==> src/rtl/mul_div_dispatch_pkg.sv <==
`default_nettype none
// ============================================================================
// Module      : PkgAlu (package)
// Description : Shared op encoding, dispatcher state encoding and constants
//               for the multiply/divide dispatcher.
// Revision    : 1.0 - initial release
// ============================================================================
package PkgAlu;

    // Command op codes; codes 5..7 are not listed and are executed as MUL
    typedef enum logic [2:0] {
        OP_MUL  = 3'd0,
        OP_UDIV = 3'd1,
        OP_SDIV = 3'd2,
        OP_UMOD = 3'd3,
        OP_SMOD = 3'd4
    } alu_op_e;

    // Dispatcher states
    typedef enum logic [1:0] {
        ST_IDLE   = 2'd0,
        ST_ISSUE  = 2'd1,
        ST_WAIT   = 2'd2,
        ST_RESULT = 2'd3
    } disp_state_e;

    // Quotient returned for a divide by zero when the divider is bypassed
    localparam logic [31:0] C_DIV0_QUOT = 32'hFFFF_FFFF;

endpackage : PkgAlu
`default_nettype wire

==> src/rtl/mul_div_dispatch_decode.sv <==
`default_nettype none
// ============================================================================
// Module      : MulDivOpDecode
// Description : Combinational op decode into divider selection, signedness
//               and remainder-select flags.
// Revision    : 1.0 - initial release
// ============================================================================
module MulDivOpDecode
    import PkgAlu::*;
(
    input  logic [2:0] op,
    output logic       is_div,
    output logic       is_signed,
    output logic       want_rem
);

    // Map each op code onto the three control flags; unknown codes run as MUL
    always_comb begin
        is_div    = 1'b0;
        is_signed = 1'b0;
        want_rem  = 1'b0;
        case (op)
            OP_UDIV: is_div = 1'b1;
            OP_SDIV: begin is_div = 1'b1; is_signed = 1'b1; end
            OP_UMOD: begin is_div = 1'b1; want_rem = 1'b1; end
            OP_SMOD: begin is_div = 1'b1; is_signed = 1'b1; want_rem = 1'b1; end
            default: ;
        endcase
    end

endmodule : MulDivOpDecode
`default_nettype wire

==> src/rtl/mul_div_dispatch.sv <==
`default_nettype none
// ============================================================================
// Module      : mul_div_dispatch
// Description : Accepts one MUL/DIV/MOD command at a time, issues it to an
//               external multiplier or divider, waits for the result and
//               presents it for one cycle. Supports flushing a pending op.
//               Optional macro DIV_BY_ZERO_FIXUP_EN: divides by zero bypass
//               the divider and return all-ones quotient / dividend remainder.
// Revision    : 1.0 - initial release
// ============================================================================
module mul_div_dispatch
    import PkgAlu::*;
#(
    parameter int DEST_WIDTH = 4
) (
    input  logic                  clk,
    input  logic                  rst_n,
    input  logic                  in_enable,
    input  logic [2:0]            in_op,
    input  logic [31:0]           in_a,
    input  logic [31:0]           in_b,
    input  logic [DEST_WIDTH-1:0] in_dest,
    input  logic                  in_flush,
    output logic                  out_can_accept_cmd,
    output logic                  out_data_ready,
    output logic [31:0]           out_result,
    output logic [DEST_WIDTH-1:0] out_dest,
    output logic                  mul_enable,
    output logic [31:0]           mul_x,
    output logic [31:0]           mul_y,
    input  logic                  mul_can_accept_cmd,
    input  logic                  mul_data_ready,
    input  logic [31:0]           mul_prod,
    output logic                  div_enable,
    output logic                  div_unsgn_or_sgn,
    output logic [31:0]           div_num,
    output logic [31:0]           div_denom,
    input  logic                  div_can_accept_cmd,
    input  logic                  div_data_ready,
    input  logic [31:0]           div_quot,
    input  logic [31:0]           div_rem
);

    disp_state_e           state_q, state_d;
    logic [2:0]            op_q, op_d;
    logic [31:0]           a_q, a_d;
    logic [31:0]           b_q, b_d;
    logic [DEST_WIDTH-1:0] dest_q, dest_d;
    logic                  drop_q, drop_d;
    logic [31:0]           result_q, result_d;
    logic [DEST_WIDTH-1:0] res_dest_q, res_dest_d;

    logic        w_is_div;
    logic        w_is_signed;
    logic        w_want_rem;
    logic        w_bypass;
    logic        w_unit_ready;
    logic [31:0] w_unit_result;

    MulDivOpDecode u_decode (
        .op        (op_q),
        .is_div    (w_is_div),
        .is_signed (w_is_signed),
        .want_rem  (w_want_rem)
    );

`ifdef DIV_BY_ZERO_FIXUP_EN
    assign w_bypass = w_is_div && (b_q == 32'd0);
`else
    assign w_bypass = 1'b0;
`endif

    assign w_unit_ready  = w_is_div ? div_data_ready : mul_data_ready;
    assign w_unit_result = !w_is_div ? mul_prod : (w_want_rem ? div_rem : div_quot);

    assign mul_x            = a_q;
    assign mul_y            = b_q;
    assign div_num          = a_q;
    assign div_denom        = b_q;
    assign div_unsgn_or_sgn = w_is_signed;
    assign out_result       = result_q;
    assign out_dest         = res_dest_q;

    // State and datapath registers
    always_ff @(posedge clk or negedge rst_n) begin
        if (!rst_n) begin
            state_q    <= ST_IDLE;
            op_q       <= 3'd0;
            a_q        <= 32'd0;
            b_q        <= 32'd0;
            dest_q     <= '0;
            drop_q     <= 1'b0;
            result_q   <= 32'd0;
            res_dest_q <= '0;
        end else begin
            state_q    <= state_d;
            op_q       <= op_d;
            a_q        <= a_d;
            b_q        <= b_d;
            dest_q     <= dest_d;
            drop_q     <= drop_d;
            result_q   <= result_d;
            res_dest_q <= res_dest_d;
        end
    end

    // Next-state, command capture, drop flag and result capture
    always_comb begin
        state_d    = state_q;
        op_d       = op_q;
        a_d        = a_q;
        b_d        = b_q;
        dest_d     = dest_q;
        drop_d     = drop_q;
        result_d   = result_q;
        res_dest_d = res_dest_q;
        case (state_q)
            ST_IDLE: begin
                if (in_enable) begin
                    op_d    = in_op;
                    a_d     = in_a;
                    b_d     = in_b;
                    dest_d  = in_dest;
                    drop_d  = 1'b0;
                    state_d = ST_ISSUE;
                end
            end
            ST_ISSUE: begin
                if (in_flush) begin
                    state_d = ST_IDLE;
                end else if (w_bypass) begin
                    result_d   = w_want_rem ? a_q : C_DIV0_QUOT;
                    res_dest_d = dest_q;
                    state_d    = ST_RESULT;
                end else if (mul_enable || div_enable) begin
                    state_d = ST_WAIT;
                end
            end
            ST_WAIT: begin
                if (in_flush) begin
                    drop_d = 1'b1;
                end
                // A flush arriving with the result still discards it
                if (w_unit_ready) begin
                    if (drop_q || in_flush) begin
                        drop_d  = 1'b0;
                        state_d = ST_IDLE;
                    end else begin
                        result_d   = w_unit_result;
                        res_dest_d = dest_q;
                        state_d    = ST_RESULT;
                    end
                end
            end
            ST_RESULT: begin
                state_d = ST_IDLE;
            end
            default: state_d = ST_IDLE;
        endcase
    end

    // Handshake outputs; unit enables are gated by the unit's readiness
    always_comb begin
        out_can_accept_cmd = (state_q == ST_IDLE);
        out_data_ready     = (state_q == ST_RESULT) && !in_flush;
        mul_enable         = 1'b0;
        div_enable         = 1'b0;
        if ((state_q == ST_ISSUE) && !in_flush && !w_bypass) begin
            if (w_is_div) begin
                div_enable = div_can_accept_cmd;
            end else begin
                mul_enable = mul_can_accept_cmd;
            end
        end
    end

endmodule : mul_div_dispatch
`default_nettype wire

==> config.mk <==
export PLATFORM = sky130hd
export DESIGN_NAME = mul_div_dispatch
export DESIGN_NICKNAME = d
export VERILOG_FILES = /design/src/rtl/mul_div_dispatch_pkg.sv /design/src/rtl/mul_div_dispatch_decode.sv /design/src/rtl/mul_div_dispatch.sv
export SDC_FILE = /design/constraint.sdc
export NUM_CORES = 1
export LEC_CHECK = 0
export ABC_AREA = 1
export CAP_MARGIN = 20
export CORE_AREA = 2 2 135 137
export DETAILED_ROUTE_END_ITERATION = 16
export DIE_AREA = 0 0 137 139
export HOLD_SLACK_MARGIN = 0.1
export PLACE_DENSITY = 0.77
export REMOVE_ABC_BUFFERS = 1
export SYNTH_ARGS = -nofsm -noshare
export SYNTH_HDL_FRONTEND = slang
export SYNTH_SLANG_ARGS = --single-unit
==> constraint.sdc <==
create_clock -name clk -period 1.36 [get_ports clk]
set_input_delay 0.34 -clock clk [delete_from_list [all_inputs] [get_ports clk]]
set_output_delay 0.34 -clock clk [all_outputs]
set_load 0.05 [all_outputs]
==> metrics <==
status=finished with violations; failing checks=setup timing; Slew @ Worst Pin=0.346 ns; final worst setup slack=-0.433 ns; total gr overflow=0; critical path data required time=1.02 ns; register area=2820 um^2; CTS tree=built; Synth Area in Compound Gates=6.39%; FMAX=0.558 GHz; Worst path slowest cell=dfrtp_2; total CTS buffers=9; combinational family with the most area after synthesis=simple AND/OR/NAND/NOR gates; Final Critical Period=1.79 ns; CTS HTree Levels=3; vias per std cell=4.77; Syn. warnings=0; Worst IR Drop VDD=2.65 mV; global-route wire length before repair=31.5 mm; startpoint types=flop; crit path DAT=1.45 ns; Post-Synth Adder-Cell Area=0%; DRC Markers=0; RSZ-0062 raised after global routing=yes; multi-input logic area=2500 um^2; Post-DRT Antenna Nets=0; Final Hold Fails=0; Unique masters post-synth=19; #FFs+latches synth=110; CP most frequent cell=nand2_2; syn_area_per_cell=7.46 um^2; Final Total Pwr=37.6 mW; crit path buf inv count=1; Crit path largest cell delay=0.45 ns; clock skew=0.0111 ns; ys async rst share=100%; fin. max-slew vios=0; worst flop-to-flop path startpoint=op_q[1]; Initial Utilization=31.2%; final setup fails=116; CP endpoint kind=output port; Synth top area share=50.0%; synthesized area=5500 um^2; Worst path top cell family by delay=simple AND/OR/NAND/NOR gates; Place WS=-0.380 ns; die height=139 um; dpl hpwl=15.8 mm; Cells after Synth=738; share of layout cells above drive strength 1=39.0%; largest net degree at the start of global routing=61; Reg2Reg Depth=10; clock sink count=110; Critical R2R Capture=out_result[1]; final net count=1223; Core Area=17700 um^2; P&R area growth vs syn=117%; Setup TNS Final=-22.67 ns; post-synthesis mux area share=0%; post-DR wirelength/cell=19.5 um; number of global-route vias before repair=5878; Pleak=5.66 nW; Crit Path Category=flop to output port; Post-synth EDFFs=0; GPL Wtd Cong=0.790; Top FF cell, synth=dfrtp_1; critical path, cell by cell=nor2_4, nand2_2, nand2_2, nand2_2, nor2_4, buf_12; Max-cap violations=0; FILL cells=1213; max_slew headroom=76.9%; sequential-to-total area share from yosys stat=50.0%; CTS Root Cell=clkbuf_16; Final Hold Slack=0.412 ns; Final period util=132%; largest cells by area after synthesis=dfrtp_1, nand2_1, buf_4; die width=137 um; starting DRC count in detailed routing=253; via count=6105; Worst-Skew Late Latency=0.35 ns; r2r setup slk=-0.38 ns; clock-pin slew on the worst setup and hold paths=0.08 ns; XOR/XNOR Fraction of Synth Area=0%; post-synth top area cell=dfrtp_1; FP Rows=49; Buffers on Ports=343; IO Pins=344; power per cell area=3150 nW/um^2; crit path from=op_q[1]; Diodes inserted=0; Clock Path Buffers=2; die area=19000 um^2; post-synthesis simple-gate area fraction=30.8%; worst hold path class=input port to asynchronous set/reset pin; initial antenna violation count=0; final WL=25.0 mm; Pre-antenna DRT Iters=5; GRT Total Usage=21.5%; worst-path fanout max=4
-- Yosys cell counts (3+ instances only) --
| cell | number |
|---|---|
| buf_2 | 14 |
| a21oi_1 | 30 |
| dfrtp_1 | 110 |
| nand3_1 | 3 |
| clkbuf_1 | 20 |
| nor2_1 | 40 |
| o21ai_1 | 4 |
| buf_6 | 3 |
| nand2_1 | 401 |
| o21ai_0 | 30 |
| buf_4 | 64 |
| inv_1 | 10 |
-- report_power, final --
group | switching, mW | internal (mW) | total (mW)
sequential | 2.81 | 5.01 | 7.82
combinational | 14.7 | 12.5 | 27.3
clock | 1.31 | 1.24 | 2.55
-- worst max path at each step --
stage / endpoint / slack, ns / cells past startpoint
floorplan: drop_q / -2.87 / 6
global placement: out_result[6] / -0.31 / 8
detailed placement: out_result[12] / -0.38 / 8
CTS: div_enable / -0.42 / 6
global route: mul_enable / -0.48 / 6
finish: mul_enable / -0.43 / 6
-- placed cells by master, fill, tap and decap left out, drive strengths merged --
cell type and instances:
a21oi 31, buf 215, bufbuf 2, clkbuf 18, clkdlybuf4s50 172, clkinv 3
clkinvlp 1, dfrtp 110, dlygate4sd2 1, dlygate4sd3 1, inv 14, nand2 401
nand3 3, nand3b 1, nand4 2, nor2 40, nor3 1, o21ai 35
o22ai 1
-- through the flow --
stage,instance area (um^2),instances,util (%)
finish,11900,1281,67.7
global placement,10600,1237,60.0
detailed placement,10600,1237,60.0
global route,11900,1281,67.7
floorplan,4840,637,-
CTS,11200,1263,63.2
-- kinds of logic (layout without fill, tap and decap cells) --
kind of cell,count (synthesis),in the layout
simple gates,448,448
buf+inv,113,427
flops,110,110
compound gates,67,67
-- area by class of cell --
cell class,instances,area share [%]
Timing Repair Buffer,399,50.3
Sequential cell,110,23.6
Multi-Input combinational cell,515,20.9
Tap cell,229,2.40
Clock buffer,10,1.92
Inverter,12,0.482
Clock inverter,5,0.293
Timing Repair inverter,1,0.0733
-- metal layers --
metal,share of wire [%],track usage (%),up-vias
met5,0,0,-
met4,3.8,9.33,0
met3,11,7.64,68
met1,33,22.1,2888
li1,-,-,2827
met2,53,38.9,322
-- state kept, by name (all words and copies together) (netlist names) --
| signal | cells |
|---|---|
| dest_q | 4 |
| div_denom | 32 |
| div_num | 32 |
| drop_q | 1 |
| op_q | 3 |
| out_dest | 4 |
| out_result | 32 |
| state_q | 2 |
-- timing repair --
| action | 4_1_cts | 5_1_grt |
|---|---|---|
| hold buffers | 1 | 0 |
| pin swaps | 6 | 44 |
| gates cloned | 3 | 14 |
| hold endpoints to repair | 52 | 0 |
| buffers inserted | 7 | 5 |
| resized for setup | 58 | 167 |
| endpoints found under the setup margin | 100 | 167 |
-- worst register-to-register path: cells and delay by family (launching register included) --
kind | cells | cell delay, ns
AND/OR/NAND/NOR | 6 | 0.48
buffers and inverters | 3 | 0.56
flip-flops | 1 | 0.45
AO/OA/AOI/OAI | 1 | 0.18
Power figures use the tool's default switching activity.
